`config.mk`:
```
export PLATFORM = sky130hd
export DESIGN_NAME = spi_target
export DESIGN_NICKNAME = d
export VERILOG_FILES = /design/src/rtl/spi_target.sv
export SDC_FILE = /design/constraint.sdc
export NUM_CORES = 1
export LEC_CHECK = 0
export CAP_MARGIN = 20
export CORE_UTILIZATION = 40
export DETAILED_ROUTE_END_ITERATION = 10
export PLACE_DENSITY_LB_ADDON = 0.15
export SLEW_MARGIN = 20
export SYNTH_ARGS = -nofsm -noshare
export SYNTH_HDL_FRONTEND = slang
export SYNTH_SLANG_ARGS = --single-unit
```
`constraint.sdc`:
```
create_clock -name clk_i -period 3.45 [get_ports clk_i]
set_input_delay 0.69 -clock clk_i [delete_from_list [all_inputs] [get_ports clk_i]]
set_output_delay 0.69 -clock clk_i [all_outputs]
set_load 0.1 [all_outputs]
```
`src/rtl/spi_target.sv`:
```
// SPI target endpoint: oversamples SCLK/CS_N/MOSI in the clk_i domain, deserialises MOSI into
// rx words and serialises tx words from a one-deep holding register onto MISO.
module spi_target #(
  parameter int unsigned       DATA_W      = 8,
  parameter bit                CPOL        = 1'b0,
  parameter bit                CPHA        = 1'b0,
  parameter int unsigned       SYNC_STAGES = 2,
  parameter logic [DATA_W-1:0] TX_IDLE     = '0
) (
  input  logic              clk_i,
  input  logic              rst_i,
  input  logic              spi_sclk_i,
  input  logic              spi_cs_n_i,
  input  logic              spi_mosi_i,
  output logic              spi_miso_o,
  output logic              spi_miso_oe_o,
  input  logic [DATA_W-1:0] tx_data_i,
  input  logic              tx_valid_i,
  output logic              tx_ready_o,
  output logic [DATA_W-1:0] rx_data_o,
  output logic              rx_valid_o,
  output logic              tx_underrun_o,
  output logic              frame_abort_o
);

  localparam int unsigned CntW    = (DATA_W > 2) ? $clog2(DATA_W) : 1;
  localparam int unsigned SettleW = $clog2(SYNC_STAGES + 2);
  localparam logic [CntW-1:0]    LastBit   = CntW'(DATA_W - 1);
  localparam logic [SettleW-1:0] SettleMax = SettleW'(SYNC_STAGES + 1);

  typedef enum logic [1:0] {StWaitDesel, StIdle, StActive} state_e;

  state_e                 state_q, state_d;
  logic [SYNC_STAGES-1:0] sclk_sync_q, cs_sync_q, mosi_sync_q;
  logic                   sclk_prev_q, cs_prev_q;
  logic [SettleW-1:0]     settle_q, settle_d;
  logic [CntW-1:0]        bit_cnt_q, bit_cnt_d;
  logic [DATA_W-2:0]      rx_shift_q, rx_shift_d;
  logic [DATA_W-1:0]      tx_shift_q, tx_shift_d;
  logic [DATA_W-1:0]      hold_q, hold_d;
  logic                   hold_full_q, hold_full_d;
  logic [DATA_W-1:0]      rx_data_q, rx_data_d;
  logic                   rx_valid_q, rx_valid_d;
  logic                   underrun_q, underrun_d;
  logic                   abort_q, abort_d;

  logic sclk_s, cs_s, mosi_s;
  logic lead_edge, trail_edge, sample_edge, shift_edge, cs_fall, cs_rise;
  logic reload;
  logic [DATA_W-1:0] rx_word;

  assign sclk_s = sclk_sync_q[SYNC_STAGES-1];
  assign cs_s   = cs_sync_q[SYNC_STAGES-1];
  assign mosi_s = mosi_sync_q[SYNC_STAGES-1];

  assign lead_edge   = (sclk_prev_q == CPOL) && (sclk_s != CPOL);
  assign trail_edge  = (sclk_prev_q != CPOL) && (sclk_s == CPOL);
  assign sample_edge = CPHA ? trail_edge : lead_edge;
  assign shift_edge  = CPHA ? lead_edge : trail_edge;
  assign cs_fall     = cs_prev_q && !cs_s;
  assign cs_rise     = !cs_prev_q && cs_s;
  assign rx_word     = {rx_shift_q, mosi_s};

  always_comb begin
    state_d     = state_q;
    settle_d    = settle_q;
    bit_cnt_d   = bit_cnt_q;
    rx_shift_d  = rx_shift_q;
    tx_shift_d  = tx_shift_q;
    hold_d      = hold_q;
    hold_full_d = hold_full_q;
    rx_data_d   = rx_data_q;
    rx_valid_d  = 1'b0;
    underrun_d  = 1'b0;
    abort_d     = 1'b0;
    reload      = 1'b0;

    unique case (state_q)
      // Let the synchronisers flush real pin levels before trusting cs_n, so a frame
      // already in progress at reset is never rejoined.
      StWaitDesel: begin
        if (settle_q != SettleMax) begin
          settle_d = settle_q + SettleW'(1);
        end else if (cs_s) begin
          state_d = StIdle;
        end
      end
      StIdle: begin
        if (cs_fall) begin
          state_d   = StActive;
          bit_cnt_d = '0;
          reload    = 1'b1;
        end
      end
      StActive: begin
        if (cs_rise) begin
          state_d    = StIdle;
          abort_d    = (bit_cnt_q != '0);
          bit_cnt_d  = '0;
          tx_shift_d = '0;
        end else if (sample_edge) begin
          rx_shift_d = rx_word[DATA_W-2:0];
          if (bit_cnt_q == LastBit) begin
            bit_cnt_d  = '0;
            rx_data_d  = rx_word;
            rx_valid_d = 1'b1;
            reload     = CPHA;
          end else begin
            bit_cnt_d = bit_cnt_q + CntW'(1);
          end
        end else if (shift_edge) begin
          // bit_cnt == 0 on a shift edge marks a word boundary: reload (CPHA=0) or hold
          // the MSB that is already on MISO (CPHA=1).
          if (!CPHA && (bit_cnt_q == '0)) begin
            reload = 1'b1;
          end else if (!(CPHA && (bit_cnt_q == '0))) begin
            tx_shift_d = {tx_shift_q[DATA_W-2:0], 1'b0};
          end
        end
      end
      default: state_d = StWaitDesel;
    endcase

    if (reload) begin
      if (hold_full_q) begin
        tx_shift_d  = hold_q;
        hold_full_d = 1'b0;
      end else begin
        tx_shift_d = TX_IDLE;
        underrun_d = 1'b1;
      end
    end

    if (tx_valid_i && !hold_full_q) begin
      hold_d      = tx_data_i;
      hold_full_d = 1'b1;
    end
  end

  always_ff @(posedge clk_i) begin
    if (rst_i) begin
      sclk_sync_q <= {SYNC_STAGES{CPOL}};
      cs_sync_q   <= {SYNC_STAGES{1'b1}};
      mosi_sync_q <= '0;
      sclk_prev_q <= CPOL;
      cs_prev_q   <= 1'b1;
      state_q     <= StWaitDesel;
      settle_q    <= '0;
      bit_cnt_q   <= '0;
      rx_shift_q  <= '0;
      tx_shift_q  <= '0;
      hold_q      <= '0;
      hold_full_q <= 1'b0;
      rx_data_q   <= '0;
      rx_valid_q  <= 1'b0;
      underrun_q  <= 1'b0;
      abort_q     <= 1'b0;
    end else begin
      sclk_sync_q <= {sclk_sync_q[SYNC_STAGES-2:0], spi_sclk_i};
      cs_sync_q   <= {cs_sync_q[SYNC_STAGES-2:0], spi_cs_n_i};
      mosi_sync_q <= {mosi_sync_q[SYNC_STAGES-2:0], spi_mosi_i};
      sclk_prev_q <= sclk_s;
      cs_prev_q   <= cs_s;
      state_q     <= state_d;
      settle_q    <= settle_d;
      bit_cnt_q   <= bit_cnt_d;
      rx_shift_q  <= rx_shift_d;
      tx_shift_q  <= tx_shift_d;
      hold_q      <= hold_d;
      hold_full_q <= hold_full_d;
      rx_data_q   <= rx_data_d;
      rx_valid_q  <= rx_valid_d;
      underrun_q  <= underrun_d;
      abort_q     <= abort_d;
    end
  end

  assign spi_miso_oe_o = (state_q == StActive);
  assign spi_miso_o    = (state_q == StActive) && tx_shift_q[DATA_W-1];
  assign tx_ready_o    = !hold_full_q;
  assign rx_data_o     = rx_data_q;
  assign rx_valid_o    = rx_valid_q;
  assign tx_underrun_o = underrun_q;
  assign frame_abort_o = abort_q;

endmodule
```
# Yosys cells after proc, flatten, opt, wreduce, memory -nomap -nowiden
# Index checks and enable logic that the tools add are counted.
# word_totals
ff_bits,50
output_inout_bits,14
elab_cells,87
# op_classes
add_sub_neg,2
n_eq_ne,11
n_mux,27
bitwise_logic,6
reduce_logical,25
# ops
cell,n
$mux W8,7
$mux W3,4
$reduce_and A4 Y1,3
$mux W1,9
$mux W2,4
$ne A2 B2 Y1 const B,4
$logic_and A1 B1 Y1,6
$ne A3 B1 Y1 const B,2
$not A1 Y1,6
$pmux W2 S3,1
$pmux W3 S2,1
$reduce_and A3 Y1,2
$reduce_bool A2 Y1,3
$reduce_bool A3 Y1,2
$reduce_or A4 Y1,1
$add A3 B1 Y3 const B,1
$eq A3 B3 Y1 const B,1
$logic_not A1 Y1,3
$logic_not A3 Y1,1
$ne A3 B3 Y1 const B,1
$reduce_or A3 Y1,1
$add A2 B1 Y2 const B,1
$eq A2 B1 Y1 const B,1
$eq A2 B2 Y1 const B,1
5 further kinds,5

# Depth between registers and ports, before layout
# Gate-level depths: netlist of the first run.
# depth
depth_word,8
mapped_depth,8
mapped_depth_nobuf,6

# Worst setup path before layout of the first run
# Ideal clock, no wire load.
# synth_timing
path_type,register to output
start,register state_q[0]
end,output port spi_miso_o
arrival_ns,2.277
required_ns,2.760
path_slack_ns,0.483
path_stages_with_launch,5
path_buffers,1
path_cell_list,dfxtp_1 > inv_1 > ha_1 > buf_2 > and2_1
# synth_between
elab_chain_len,2
# synth_lines
element,line_no,rtl
from (decl),33,"state_e state_q, state_d;"
from (signal assigned),147,state_q <= StWaitDesel;
from (signal assigned),164,state_q <= state_d;
$eq A2 B2 Y1,--,
net spi_miso_oe_o,16,"output logic spi_miso_oe_o,"
$logic_and A1 B1 Y1,179,assign spi_miso_o = (state_q == StActive) && tx_shift_q[DATA_W-1];
to (decl),15,"output logic spi_miso_o,"
# The timed path passes the listed nets, and every way through them passes these cells.

# Final worst setup path of the first run
# layout_timing
start,"register rx_data_q[3], in the netlist rx_data_o[3]"
end,output port rx_data_o[3]
# layout_rtl
element,line_no,rtl
from (decl),42,"logic [DATA_W-1:0] rx_data_q, rx_data_d;"
from (signal assigned),171,rx_data_q <= rx_data_d;
to (decl),20,"output logic [DATA_W-1:0] rx_data_o,"
# No word-level cell between the ends.

==> results of run 1 <==
==> state kept, by name, indices dropped and copies added (netlist names), 2 cells and up <==
register     flops
rx_shift_q       7
tx_shift_q       8
mosi_sync_q      2
settle_q         2
state_q          2
hold_q           8
rx_data_o        8
sclk_sync_q      2
cs_sync_q        2
bit_cnt_q        3
==> stage by stage <==
step	total power [mW]	util	hold slack [ns]	instances
6_report	1.16	0.514	0.420	304
5_1_grt	1.22	0.514	0.437	304
4_1_cts	1.17	0.514	0.420	304
3_5_place_dp	0.768	0.491	0.398	296
3_3_place_gp	0.766	0.491	0.399	296
2_1_floorplan	0.729	-	0.389	210
==> power by group <==
group	total [mW]	internal [mW]	switching, mW
registers	0.615	0.601	0.0144
clock network	0.405	0.216	0.188
logic	0.138	0.0620	0.0762
==> final timing paths <==
check	slack (ns)	endpoint	start
max	0.99	rx_data_o[3]	rx_data_o[3]
min	0.42	cs_sync_q[1]	cs_sync_q[0]
max reg2reg	1.36	tx_shift_q[7]	state_q[0]
min reg2reg	0.42	cs_sync_q[1]	cs_sync_q[0]
==> cell type report <==
| type | instances | area share |
|---|---|---|
| sequential | 50 | 0.404 |
| tap | 67 | 0.0339 |
| timing repair buffer | 29 | 0.112 |
| inverter | 8 | 0.0121 |
| multi-input combinational | 142 | 0.393 |
| clock buffer | 6 | 0.0293 |
| clock inverter | 2 | 0.0152 |
==> logic make-up (layout without fill, tap and decap cells) <==
kind of cell,after synthesis,in the layout
muxes,17,17
DFF,50,50
buffers and inverters,18,45
and+or+nand+nor,85,85
adders and majority gates,8,8
xor gates and xnor gates,1,1
AOI/OAI and AO/OA,31,31
==> cell usage in the layout, fill, tap and decap left out, types with 2 or more instances in the layout <==
cell and instances:
buf_4 5, nand2b_1 3, clkbuf_8 5, a221o_1 7
nor3b_1 7, nand3_1 2, or2_2 3, o21ai_0 3
nand2_1 21, a21oi_1 15, nor2_1 22, nand4_1 3
nor3_1 6, or3_1 2, inv_1 8, clkdlybuf4s50_1 24
ha_1 8, and2b_4 2, nor2b_1 8, dfxtp_1 50
mux2i_1 17
==> metal layers <==
layer,routed length (um),up-vias,GRT usage
met5,0,-,0
li1,-,776,-
met1,1860,685,0.204
met3,106,2,0.0412
met2,1580,33,0.216
met4,15,0,0.0449
==> flow_metrics.py, run 1 <==
metrics = {
    "outcome": {
        "status": "complete, no violations",
    },
    "yosys": {
        "async_flop_share": 0,
        "synth_compound_area_frac": 0.116,
        "ys_ff_latch": 50,
        "synth_ff_type": "dfxtp_1",
        "ys_seq_area_frac": 0.488,
        "synth_fp_nets": 232,
        "synth_most_common_cell": "dfxtp_1",
        "synth_top_area_share": 0.488,
        "post_synth_and_or_nand_nor_area_fraction": 0.222,
        "synth_xor_area_frac": 0.00427,
        "synth_top_area_cell": "dfxtp_1",
        "synth_area_leaders": "dfxtp_1 (49%), mux2i_1 (8.3%), ha_1 (4.9%)",
        "ys_warn_count": 0,
        "synth_cells": 210,
        "synthMuxAreaShare": 0.0829,
        "synth_common_cells": "dfxtp_1 (50), nor2_1 (22), nand2_1 (21), mux2i_1 (17), a21oi_1 (15)",
        "synthDistinctLibCells": 34,
        "synth_fa_ha_area_frac": 0.0488,
        "syn-cell-area_mm2": 0.00205,
        "avgSynthCellArea_um2": 9.78,
        "synth-edff-count": 0,
        "synth_top_family_by_area": "simple AND/OR/NAND/NOR gates",
    },
    "die": {
        "core-area_mm2": 0.00482,
        "start_util": 0.426,
        "die_y_um": 73.6,
        "die-area_mm2": 0.00542,
        "die_w_um": 73.6,
        "ios": 28,
        "rows": 25,
    },
    "routing": {
        "vias": 1496,
        "drc_errors": 0,
        "vias_per_cell": 4.92,
        "dr.pass1.iters": 4,
        "drt_iter0_drc": 58,
        "wl_per_cell_um": 11.7,
        "postRouteAntennaNets": 0,
        "routed_wl_mm": 3.56,
    },
    "sta": {
        "rsz0062_at_grt": "no",
        "fin_tns_setup_ns": 0,
        "setup_viol_count_final": 0,
        "period_share": 0.714,
        "fmax_mhz": 406,
        "final-hold-violation-count": 0,
        "finalClockSkew_ns": 0.00595,
        "fin_crit_ns": 2.46,
        "tightestPinTransition_ns": 0.969,
        "slew_viol_final": 0,
        "max_slew_margin": 0.352,
        "finalWorstSetupSlack_ns": 0.985,
    },
    "setup_path": {
        "critical_path_class": "reg -> out",
        "reg2regPathDepth": 6,
        "cp_data_required_time_ns": 2.76,
        "worst-path-buf-inv": 1,
        "crit_family": "buffers and inverters",
        "crit_fanout": 2,
        "cp-start-kind": "register",
        "crit_cells": 1,
        "arrival_ns": 1.77,
        "end_kind": "output port",
        "worstPathCellList": "clkdlybuf4s50_1",
        "slowest_delay_ns": 1.13,
        "slowest_stage": "clkdlybuf4s50_1",
    },
    "cts": {
        "path_clk_slew_ns": 0.09,
        "numCtsBuffers": 5,
        "htreeDepth": 2,
        "clock-sinks": 50,
        "post_cts_buffers": 0,
        "cts_tree": "yes",
        "cts_root_buf": "clkbuf_8",
        "postCtsHoldBufs": 0,
        "post_cts_resized": 0,
        "clock_path_buffers": 2,
        "clk_latency_ns": 0.29,
    },
    "finish": {
        "seq_area_mm2": 0.00100,
        "layout-drive-gt1-share": 0.0928,
        "layout.nets": 258,
        "finish.instance_area_mm2": 0.00248,
        "fillers": 468,
        "multiInputGateArea_um2": 973,
        "syn2layout_area_growth_pct": 20.6,
        "n_antenna_cell": 0,
    },
    "run": {
        "cap_violations": 0,
    },
    "global_route": {
        "grt_use_total": 0.146,
        "grt_overflow": 0,
        "antenna_found_initial": 0,
        "grt_pass1_wl_mm": 6.13,
        "grt_pass1_vias": 1353,
        "grt_max_degree": 19,
    },
    "power": {
        "p_leak_nw": 0.973,
        "irDropWorstVdd_mv": 0.276,
        "power_density_mw_per_mm2": 468,
    },
    "placed_design": {
        "gp_congestion": 0.781,
        "detailed_place_hpwl_mm": 2.53,
        "placed_area_mm2": 0.00237,
        "portBuffers": 27,
        "pre_cts_slack_ns": 1.08,
    },
    "worst_hold_path": {
        "min_path_cells": 1,
        "worstHoldPathType": "reg -> reg",
    },
}
No activity file was read; power rests on OpenSTA's default activity.
==> run 2: changes to the inputs <==
==> constraint.sdc (replaced) <==
create_clock -name clk_i -period 2.35 [get_ports clk_i]
set_input_delay 0.47 -clock clk_i [delete_from_list [all_inputs] [get_ports clk_i]]
set_output_delay 0.47 -clock clk_i [all_outputs]
set_load 0.1 [all_outputs]
==> run 2 against run 1 <==
Net effect:
- routed wire length down 1.3%
- clock power up 58%
- final area up 0.81%
- critical endpoint is now tx_shift_q[4]
==> flow_metrics.py, run 2 (synthesized netlist as in run 1, its figures left out) <==
metrics = {
    "outcome": {
        "status": "complete, no violations",
    },
    "power": {
        "power_mw": 1.74,
        "power_density_mw_per_mm2": 699,
        "p_leak_nw": 1.02,
        "irDropWorstVdd_mv": 0.460,
    },
    "sta": {
        "period_share": 0.869,
        "rsz0062_at_grt": "no",
        "fmax_mhz": 490,
        "tightestPinTransition_ns": 0.558,
        "max_slew_margin": 0.628,
        "finalClockSkew_ns": 0.00986,
        "slew_viol_final": 0,
        "fin_tns_setup_ns": 0,
        "fin_crit_ns": 2.04,
        "final-hold-violation-count": 0,
        "setup_viol_count_final": 0,
        "finalWorstSetupSlack_ns": 0.309,
    },
    "finish": {
        "multiInputGateArea_um2": 977,
        "n_antenna_cell": 0,
        "layout.nets": 259,
        "finish.instance_area_mm2": 0.00250,
        "final_common_cell": "dfxtp_1",
        "fillers": 488,
        "final_cell_mix": "dfxtp_1 (50), nor2_1 (22), nand2_1 (21)",
        "layout-drive-gt1-share": 0.155,
        "seq_area_mm2": 0.00100,
        "fin_cells": 305,
        "syn2layout_area_growth_pct": 21.6,
    },
    "die": {
        "start_util": 0.426,
        "die-area_mm2": 0.00542,
        "rows": 25,
        "ios": 28,
        "die_y_um": 73.6,
        "core-area_mm2": 0.00482,
        "die_w_um": 73.6,
    },
    "placed_design": {
        "dpl.cell_count": 297,
        "gp_congestion": 0.702,
        "portBuffers": 27,
        "pre_cts_slack_ns": 0.325,
        "placed_area_mm2": 0.00237,
        "detailed_place_hpwl_mm": 2.51,
    },
    "setup_path": {
        "ff2ff_setup_slack_ns": 0.31,
        "reg2regPathDepth": 6,
        "critical_path_class": "reg -> reg",
        "cp-start-kind": "register",
        "end_kind": "register",
        "arrival_ns": 2.24,
        "cp_data_required_time_ns": 2.54,
        "crit_fanout": 11,
    },
    "cts": {
        "clk_latency_ns": 0.30,
        "cts_root_buf": "clkbuf_8",
        "cts_tree": "yes",
        "numCtsBuffers": 5,
        "post_cts_resized": 0,
        "path_clk_slew_ns": 0.10,
        "post_cts_buffers": 0,
        "clock-sinks": 50,
        "htreeDepth": 2,
        "postCtsHoldBufs": 0,
        "clock_path_buffers": 2,
    },
    "routing": {
        "met3_length_um": 138,
        "drt_iter0_drc": 93,
        "postRouteAntennaNets": 0,
        "m1WireLength_mm": 1.81,
        "maxUsedRoutingLayer": "met4",
        "vias_per_cell": 4.98,
        "routed_wl_mm": 3.52,
        "drc_errors": 0,
        "vias": 1519,
        "wl_met2_mm": 1.52,
        "wl_per_cell_um": 11.5,
        "dr.pass1.iters": 4,
    },
    "global_route": {
        "grt_overflow": 0,
        "grt_max_degree": 42,
        "grt_use_total": 0.143,
        "grt_pass1_vias": 1308,
        "grt_pass1_wl_mm": 5.98,
        "antenna_found_initial": 0,
    },
    "worst_hold_path": {
        "worstHoldPathType": "reg -> reg",
        "min_path_cells": 1,
    },
    "run": {
        "cap_violations": 0,
    },
}
## run 2: cell types whose count changed in the layout (fill, tap and decap cells not counted), sizes merged
cell	before	now
clkdlybuf4s50	24	13
clkinvlp	1	0
buf	5	17
inv	8	9
## run 2: through the flow
stage	util	hold WS, ns
after floorplan	-	0.389
after global placement	0.493	0.396
after detailed placement	0.493	0.399
after CTS	0.518	0.422
after global routing	0.518	0.436
final	0.518	0.419
## run 2: cell type report
class / count / share of cell area
clock buffers: 6 / 0.0331
clock inverters: 2 / 0.0155
inverters: 8 / 0.0120
multi-input cells: 142 / 0.391
flip-flops and latches: 50 / 0.401
well taps: 67 / 0.0336
repair buffers: 30 / 0.113
## run 2: metal layers
layer  vias to the layer above  GRT usage
met5                         -          0
met4                         0     0.0513
met3                         6     0.0412
met2                        33      0.208
met1                       702      0.202
li1                        778          -
## run 2: path summary, 6_finish.rpt
check | from | endpoint
min | cs_sync_q[0] | cs_sync_q[1]
min reg2reg | cs_sync_q[0] | cs_sync_q[1]
max reg2reg | state_q[0] | tx_shift_q[4]
max | state_q[0] | tx_shift_q[4]
## run 2: worst max-delay path, stage by stage (launching register included)
cell	delay, ns
dfxtp_1	0.37
inv_1	0.08
ha_1	0.33
and4b_1	0.28
a41oi_2	0.47
nor3b_1	0.12
a221o_1	0.28
## run 2: power by group
part | internal (mW) | switching [mW] | total (mW) | leakage [nW]
registers | 0.882 | 0.0223 | 0.904 | 0.406
clock network | 0.350 | 0.287 | 0.638 | 0.0618
logic | 0.0912 | 0.112 | 0.203 | 0.547
==> run 3: changes to the inputs <==
==> constraint.sdc (replaced) <==
create_clock -name clk_i -period 2.7 [get_ports clk_i]
set_input_delay 0.54 -clock clk_i [delete_from_list [all_inputs] [get_ports clk_i]]
set_output_delay 0.54 -clock clk_i [all_outputs]
set_load 0.1 [all_outputs]
==> run 3 against run 2 <==
Net effect:
- critical path depth unchanged
- largest power group unchanged
- routed wire length shrank 0.88%
- die area did not move
- non-clock buffer count shrank 2
- critical endpoint is now tx_shift_q[2]
- via count decreased by 2.4%
- flip-flop and latch count did not move
==> flow_metrics.py, run 3 (synthesized netlist as in run 1, its figures left out) <==
metrics = {
    "setup_path": {
        "end_kind": "register",
        "arrival_ns": 2.21,
        "slowest_delay_ns": 0.46,
        "r2r_start": "state_q[0]",
        "cp_data_required_time_ns": 2.89,
        "worstPathCellList": "inv_1 -> ha_1 -> and4b_1 -> a41oi_2 -> nor3b_1 -> a221o_1",
        "slowest_stage": "a41oi_2",
        "cp-start-kind": "register",
        "startpoint": "state_q[0]",
        "critical_path_class": "reg -> reg",
        "crit_fanout": 11,
    },
    "die": {
        "start_util": 0.426,
        "rows": 25,
        "ios": 28,
        "die-area_mm2": 0.00542,
        "die_y_um": 73.6,
        "die_w_um": 73.6,
        "core-area_mm2": 0.00482,
    },
    "global_route": {
        "grt_use_total": 0.143,
        "antenna_found_initial": 0,
        "grt_pass1_vias": 1246,
        "grt_overflow": 0,
        "grt_max_degree": 43,
        "grt_pass1_wl_mm": 5.91,
    },
    "finish": {
        "fin_cells": 303,
        "layout-drive-gt1-share": 0.140,
        "fillers": 484,
        "finish.instance_area_mm2": 0.00243,
        "layout.nets": 257,
        "n_antenna_cell": 0,
        "syn2layout_area_growth_pct": 18.3,
        "final_cell_mix": "dfxtp_1 (50), nor2_1 (22), nand2_1 (21)",
        "final_common_cell": "dfxtp_1",
        "fin_util": 0.504,
    },
    "power": {
        "irDropWorstVdd_mv": 0.343,
        "power_density_mw_per_mm2": 581,
        "power_mw": 1.41,
        "p_leak_nw": 0.987,
    },
    "routing": {
        "postRouteAntennaNets": 0,
        "wl_per_cell_um": 11.5,
        "vias": 1482,
        "routed_wl_mm": 3.48,
        "drt_iter0_drc": 76,
        "drc_errors": 0,
        "vias_per_cell": 4.89,
        "dr.pass1.iters": 4,
    },
    "sta": {
        "tightestPinTransition_ns": 0.625,
        "finalClockSkew_ns": 0.00517,
        "fin_tns_setup_ns": 0,
        "fmax_mhz": 494,
        "max_slew_margin": 0.582,
        "final-hold-violation-count": 0,
        "setup_viol_count_final": 0,
        "rsz0062_at_grt": "no",
        "fin_crit_ns": 2.02,
        "period_share": 0.749,
        "slew_viol_final": 0,
    },
    "placed_design": {
        "dpl.cell_count": 295,
        "detailed_place_hpwl_mm": 2.45,
        "gp_congestion": 0.739,
        "placed_area_mm2": 0.00233,
        "portBuffers": 27,
    },
    "cts": {
        "numCtsBuffers": 5,
        "cts_root_buf": "clkbuf_8",
        "htreeDepth": 2,
        "clock_path_buffers": 2,
        "cts_tree": "yes",
        "post_cts_resized": 0,
        "path_clk_slew_ns": 0.09,
        "clock-sinks": 50,
        "clk_latency_ns": 0.30,
        "postCtsHoldBufs": 0,
        "post_cts_buffers": 0,
    },
    "outcome": {
        "status": "complete, no violations",
    },
    "worst_hold_path": {
        "worstHoldPathType": "reg -> reg",
        "hp-start": "cs_sync_q[0]",
    },
    "run": {
        "cap_violations": 0,
    },
}
==> run 3: layout make-up <==
type / count / area, um^2 / area share
flip-flops and latches: 50 / 1000 / 0.412
inverters: 8 / 30.0 / 0.0124
well taps: 67 / 83.8 / 0.0345
multi-input cells: 142 / 976 / 0.402
clock buffers: 7 / 86.3 / 0.0355
clock inverters: 1 / 8.76 / 0.00361
repair buffers: 28 / 243 / 0.0999
==> run 3: critical path, delay by kind of cell, from the launching register on <==
family	cells	cell delay [ns]
buffers and inverters	1	0.08
AO/OA/AOI/OAI	2	0.74
AND/OR/NAND/NOR	2	0.40
adder cells (fa/ha/maj)	1	0.33
flip-flops	1	0.36
==> run 3: worst paths after layout <==
path,endpoint,slack (ns),depth (start not counted)
worst min register to register,cs_sync_q[1],0.42,1
worst max register to register,tx_shift_q[2],0.68,6
worst min-delay path,cs_sync_q[1],0.42,1
worst max-delay path,tx_shift_q[2],0.68,6
==> run 3: where the power goes <==
| group | leakage (nW) | internal, mW | switching (mW) |
|---|---|---|---|
| combinational | 0.532 | 0.0786 | 0.0967 |
| clock | 0.0489 | 0.212 | 0.240 |
| sequential | 0.406 | 0.768 | 0.0176 |
| total | 0.987 | 1.06 | 0.354 |
==> run 3: routing by layer <==
layer / GRT usage / wire length, um / up-vias
met5: 0 / 0 / -
li1: - / - / 772
met3: 0.0453 / 136 / 5
met1: 0.204 / 1810 / 676
met4: 0.0577 / 55 / 0
met2: 0.198 / 1480 / 29
==> run 3: stage by stage <==
stage               setup WS (ns)  hold WS [ns]
floorplan                   0.206         0.389
global placement            0.720         0.393
detailed placement          0.685         0.396
CTS                         0.659         0.418
global route                0.511         0.434
finish                      0.676         0.416
